<file path="src/rtl/rv_iommu_atr_ingress_if.sv">
// Handshake bundle between devices, the ingress queue, the walker and the completion path.
// The slave modport is the queue's view; the master modport is the view of whoever drives it.
interface rv_iommu_atr_ingress_if #(
  parameter int REQ_W = 113
);
  logic [REQ_W-1:0] dev_req_i;
  logic             dev_irdy_i;
  logic             dev_trdy_o;
  logic [REQ_W-1:0] atr_req_o;
  logic             atr_irdy_o;
  logic             atr_trdy_i;
  logic             atc_irdy_i;
  logic             atc_trdy_i;

  modport slave (
    input  dev_req_i, dev_irdy_i, atr_trdy_i, atc_irdy_i, atc_trdy_i,
    output dev_trdy_o, atr_req_o, atr_irdy_o
  );

  modport master (
    output dev_req_i, dev_irdy_i, atr_trdy_i, atc_irdy_i, atc_trdy_i,
    input  dev_trdy_o, atr_req_o, atr_irdy_o
  );
endinterface

</file>
<file path="src/rtl/rv_iommu_atr_ingress.sv">
// Ingress FIFO ahead of the IOMMU translation request bus, throttling issue to
// MAX_OUTSTANDING in-flight translations by observing completion handshakes.
module rv_iommu_atr_ingress #(
  parameter  int DEPTH           = 4,
  parameter  int MAX_OUTSTANDING = 8,
  parameter  int REQ_W           = 113,
  localparam int PTR_W           = $clog2(DEPTH),
  localparam int OCC_W           = $clog2(DEPTH + 1),
  localparam int OUT_W           = $clog2(MAX_OUTSTANDING + 1)
) (
  input  logic                          clk,
  input  logic                          rst_n,
  rv_iommu_atr_ingress_if.slave         bus,
  output logic [OCC_W-1:0]              occupancy_o,
  output logic [OUT_W-1:0]              outstanding_o,
  output logic                          cpl_underflow_o
);

  logic [REQ_W-1:0] mem [DEPTH];
  logic [PTR_W-1:0] wr_ptr;
  logic [PTR_W-1:0] rd_ptr;
  logic [OCC_W-1:0] occ_cnt;
  logic [OUT_W-1:0] out_cnt;
  logic             underflow;

  logic push;
  logic pop;
  logic cpl;

  // Ready/valid depend only on registered counts, so dev_* never reaches atr_* combinationally.
  assign bus.dev_trdy_o = (occ_cnt != OCC_W'(DEPTH));
  assign bus.atr_irdy_o = (occ_cnt != '0) && (out_cnt < OUT_W'(MAX_OUTSTANDING));
  // Empty head reads as zero so the unreset storage never leaks X after reset.
  assign bus.atr_req_o  = (occ_cnt != '0) ? mem[rd_ptr] : '0;

  assign push = bus.dev_irdy_i & bus.dev_trdy_o;
  assign pop  = bus.atr_irdy_o & bus.atr_trdy_i;
  assign cpl  = bus.atc_irdy_i & bus.atc_trdy_i;

  assign occupancy_o     = occ_cnt;
  assign outstanding_o   = out_cnt;
  assign cpl_underflow_o = underflow;

  always_ff @(posedge clk) begin
    if (push) begin
      mem[wr_ptr] <= bus.dev_req_i;
    end
  end

  // Pointers wrap naturally because DEPTH is a power of two.
  always_ff @(posedge clk or negedge rst_n) begin
    if (!rst_n) begin
      wr_ptr  <= '0;
      rd_ptr  <= '0;
      occ_cnt <= '0;
    end else begin
      if (push) begin
        wr_ptr <= wr_ptr + PTR_W'(1);
      end
      if (pop) begin
        rd_ptr <= rd_ptr + PTR_W'(1);
      end
      if (push && !pop) begin
        occ_cnt <= occ_cnt + OCC_W'(1);
      end else if (pop && !push) begin
        occ_cnt <= occ_cnt - OCC_W'(1);
      end
    end
  end

  // Pop is already gated by the outstanding limit, so the counter cannot exceed it.
  always_ff @(posedge clk or negedge rst_n) begin
    if (!rst_n) begin
      out_cnt   <= '0;
      underflow <= 1'b0;
    end else begin
      if (pop && !cpl) begin
        out_cnt <= out_cnt + OUT_W'(1);
      end else if (cpl && !pop) begin
        if (out_cnt == '0) begin
          underflow <= 1'b1;
        end else begin
          out_cnt <= out_cnt - OUT_W'(1);
        end
      end
    end
  end

endmodule

</file>
<file path="src/flat_wrapper.sv">
// flat-port wrapper written by rule: the top's interface ports become plain ports
module rv_iommu_atr_ingress_flat 
#(
  parameter  int DEPTH           = 4,
  parameter  int MAX_OUTSTANDING = 8,
  parameter  int REQ_W           = 113,
  localparam int PTR_W           = $clog2(DEPTH),
  localparam int OCC_W           = $clog2(DEPTH + 1),
  localparam int OUT_W           = $clog2(MAX_OUTSTANDING + 1)
)
  (clk, rst_n, occupancy_o, outstanding_o, cpl_underflow_o, bus_dev_req_i, bus_dev_irdy_i, bus_atr_trdy_i, bus_atc_irdy_i, bus_atc_trdy_i, bus_dev_trdy_o, bus_atr_req_o, bus_atr_irdy_o);
  rv_iommu_atr_ingress_if #(.REQ_W(REQ_W)) bus_i ();
  input  logic clk;
  input  logic rst_n;
  output logic [OCC_W-1:0] occupancy_o;
  output logic [OUT_W-1:0] outstanding_o;
  output logic cpl_underflow_o;
  input wire logic [$bits(bus_i.dev_req_i)-1:0] bus_dev_req_i;
  input wire logic [$bits(bus_i.dev_irdy_i)-1:0] bus_dev_irdy_i;
  input wire logic [$bits(bus_i.atr_trdy_i)-1:0] bus_atr_trdy_i;
  input wire logic [$bits(bus_i.atc_irdy_i)-1:0] bus_atc_irdy_i;
  input wire logic [$bits(bus_i.atc_trdy_i)-1:0] bus_atc_trdy_i;
  output wire logic [$bits(bus_i.dev_trdy_o)-1:0] bus_dev_trdy_o;
  output wire logic [$bits(bus_i.atr_req_o)-1:0] bus_atr_req_o;
  output wire logic [$bits(bus_i.atr_irdy_o)-1:0] bus_atr_irdy_o;
  assign bus_i.dev_req_i = bus_dev_req_i;
  assign bus_i.dev_irdy_i = bus_dev_irdy_i;
  assign bus_i.atr_trdy_i = bus_atr_trdy_i;
  assign bus_i.atc_irdy_i = bus_atc_irdy_i;
  assign bus_i.atc_trdy_i = bus_atc_trdy_i;
  assign bus_dev_trdy_o = bus_i.dev_trdy_o;
  assign bus_atr_req_o = bus_i.atr_req_o;
  assign bus_atr_irdy_o = bus_i.atr_irdy_o;
  rv_iommu_atr_ingress #(.DEPTH(DEPTH), .MAX_OUTSTANDING(MAX_OUTSTANDING), .REQ_W(REQ_W)) u_core (.clk(clk), .rst_n(rst_n), .bus(bus_i), .occupancy_o(occupancy_o), .outstanding_o(outstanding_o), .cpl_underflow_o(cpl_underflow_o));
endmodule
</file>
<file path="config.mk">
export PLATFORM = sky130hd
export DESIGN_NAME = rv_iommu_atr_ingress_flat
export DESIGN_NICKNAME = d
export VERILOG_FILES = /design/src/rtl/rv_iommu_atr_ingress_if.sv /design/src/rtl/rv_iommu_atr_ingress.sv /design/src/flat_wrapper.sv
export SDC_FILE = /design/constraint.sdc
export NUM_CORES = 1
export LEC_CHECK = 0
export CAP_MARGIN = 30
export CORE_MARGIN = 1
export CORE_UTILIZATION = 55
export DETAILED_ROUTE_END_ITERATION = 8
export PLACE_DENSITY_LB_ADDON = 0.1
export SLEW_MARGIN = 10
export SYNTH_ARGS = -nofsm -noshare
export SYNTH_HDL_FRONTEND = slang
export SYNTH_SLANG_ARGS = --single-unit
</file>
<file path="constraint.sdc">
create_clock -name clk -period 11.8 [get_ports clk]
set_input_delay 2.36 -clock clk [delete_from_list [all_inputs] [get_ports clk]]
set_output_delay 2.36 -clock clk [all_outputs]
set_load 0.05 [all_outputs]
</file>
==> flow_summary.json <==
{
  "rr_worst_depth": 12,
  "num_vias": 8288,
  "seq_area_mm2": 0.0139,
  "worstHoldPathCells": 1,
  "wl_per_cell_um": 22.8,
  "hold_viol": 0,
  "cts_tree": "built",
  "fp.dieH_um": 182,
  "fmax_ghz": 0.165,
  "crit_fanout": 34,
  "clock-sinks": 464,
  "skew_ns": 0.0202,
  "path_clk_slew_ns": 0.06,
  "setup_violations": 0,
  "met2_usage_pct": 35.0,
  "pin_count": 242,
  "min_period_ns": 6.07,
  "period_share_pct": 51.5,
  "drt_iter0_markers": 562,
  "netlist_instances": 782,
  "die_x_um": 182,
  "htree_levels": 2,
  "synth_nets": 912,
  "final_core_util_pct": 69.7,
  "rsz0062_at_grt": "no",
  "cp.arrival_ns": 3.71,
  "cts_hold_buf": 0,
  "numCtsBuffers": 47,
  "antenna_left": 0,
  "synth_top_area_share_pct": 76.3,
  "antenna_found_initial": 3,
  "dp_hpwl_um": 19900,
  "end_kind": "output pin",
  "first_pass_iters": 5,
  "ys_warn_count": 0,
  "port-buffer-count": 241,
  "synth_ff_type": "edfxtp_1",
  "cts_root_buf": "clkbuf_16",
  "groute.usage.overall_pct": 21.0,
  "crit_start": "u_core.rd_ptr[0]",
  "use_met3_pct": 5.35,
  "grt-ovfl-total": 0,
  "postSynthAreaPerCell_um2": 22.7,
  "drv_cap": 0,
  "busiest_layer": "met2",
  "yosysMostFrequentCell": "edfxtp_1",
  "globalRouteMet1Util_pct": 27.4,
  "synth_edf_count": 452,
  "cp.required_ns": 9.44,
  "multi_input_comb_area_mm2": 0.00370,
  "status": "finished, final reports clean",
  "synth_cell_type_count": 30,
  "seq_area_frac_synth_pct": 78.0,
  "synth_seq_cells": 464,
  "finalSetupTns_ns": 0,
  "r2r_end": "u_core.outstanding_o[3]",
  "synth_common_cells": "edfxtp_1, mux4_2, nor2b_1, clkbuf_1, dfrtp_1",
  "min_path_type": "flip-flop to flip-flop",
  "insertion_delay_ns": 0.54,
  "die_area_mm2": 0.0331,
  "clockBufferDepth": 3,
  "drc_errors": 0,
  "reg2reg_from": "u_core.occupancy_o[0]",
  "slew_headroom_pct": 37.1,
  "fill_cells": 2000,
  "placementRows": 65,
  "syn2layout_area_growth_pct": 24.2,
  "routed_via_density": 5.58,
  "post_cts_buffers": 0,
  "syn-cell-area_mm2": 0.0178,
  "grt_max_degree": 64,
  "worst_slew_pin_slew_ns": 0.943,
  "rrSetupSlack_ns": 8.71,
  "cp-start-kind": "flip-flop",
  "start_util_pct": 56.1,
  "crit_type": "flip-flop to output pin",
  "core_mm2": 0.0317,
  "async_flop_share_pct": 2.59,
  "grt_pass1_vias": 8862,
  "grt_pass1_wl_um": 51800,
  "post_cts_resized": 0,
  "wirelength_um": 33900,
  "yosys.area.top_type": "edfxtp_1",
  "synth_area_leaders": "edfxtp_1, mux4_2, nor2b_1, dfrtp_1, ha_1",
  "endpoint": "bus_atr_req_o[86]",
  "gp_congestion": 0.720,
  "slew_viol_final": 0,
  "drive_above_1_share_pct": 19.1,
  "nNetsFinal": 1177
}
[critical path, stage by stage (launching register included)]
cell             delay (ns)
dfrtp_4                0.67
buf_16                 0.29
buf_4                  0.62
mux4_2                 0.59
nor2b_1                0.20
clkdlybuf4s50_1        0.74
[worst min-delay path by stage]
stage | slack, ns | startpoint | end
3_5_place_dp | 0.45 | u_core.cpl_underflow_o | u_core.cpl_underflow_o
2_1_floorplan | 0.53 | u_core.wr_ptr[1] | u_core.wr_ptr[1]
4_1_cts | 0.46 | u_core.cpl_underflow_o | u_core.cpl_underflow_o
6_report | 0.45 | u_core.cpl_underflow_o | u_core.cpl_underflow_o
5_1_grt | 0.48 | u_core.cpl_underflow_o | u_core.cpl_underflow_o
3_3_place_gp | 0.44 | u_core.cpl_underflow_o | u_core.cpl_underflow_o
[placed cells by master (no fill, tap or decap), drive strengths merged, types with 2 or more instances in the layout]
cell type / count
clkdlybuf4s50: 241
xnor2: 4
xor2: 4
fa: 2
clkinvlp: 2
nand2: 5
mux2: 4
buf: 13
ha: 9
bufinv: 2
edfxtp: 452
nor2: 7
clkinv: 21
dfrtp: 12
inv: 7
clkbuf: 58
and3: 4
mux4: 113
diode: 2
nor2b: 113
[cell families after synthesis]
family	synth area share [%]
AOI/OAI and AO/OA	0.190
xor gates and xnor gates	0.394
adders and majority gates	0.858
buffers and inverters	1.38
DFF	78.0
muxes	14.6
and+or+nand+nor	4.61
[registers in the layout (all words and copies together), names as in the netlist]
name                    cells
u_core.mem                452
u_core.cpl_underflow_o      1
u_core.outstanding_o        4
u_core.occupancy_o          3
u_core.wr_ptr               2
u_core.rd_ptr               2
[metrics by stage]
stage	setup WS (ns)	instance area, um^2	hold slack, ns	cells
floorplan	6.30	17800	0.534	782
global placement	6.01	20600	0.444	1398
detailed placement	6.17	20600	0.448	1399
CTS	5.59	22100	0.462	1483
global route	5.46	22100	0.483	1484
finish	5.73	22100	0.454	1486
[per-layer routing]
| layer | up-vias | share of wire (%) |
|---|---|---|
| met3 | 61 | 7.1 |
| met1 | 4237 | 41 |
| met5 | - | 0.032 |
| met2 | 268 | 49 |
| met4 | 2 | 2.3 |
| li1 | 3720 | - |
[layout make-up]
cell class	count	area share (%)
Sequential cell	464	62.8
Multi-Input combinational cell	274	16.7
Timing Repair Buffer	254	11.5
Clock buffer	58	5.70
Tap cell	402	2.28
Clock inverter	26	0.827
Inverter	6	0.102
Antenna cell	2	0.0226
Power is not shown: default switching activity piles up to over one toggle a cycle in this logic, so the estimate is an artifact.
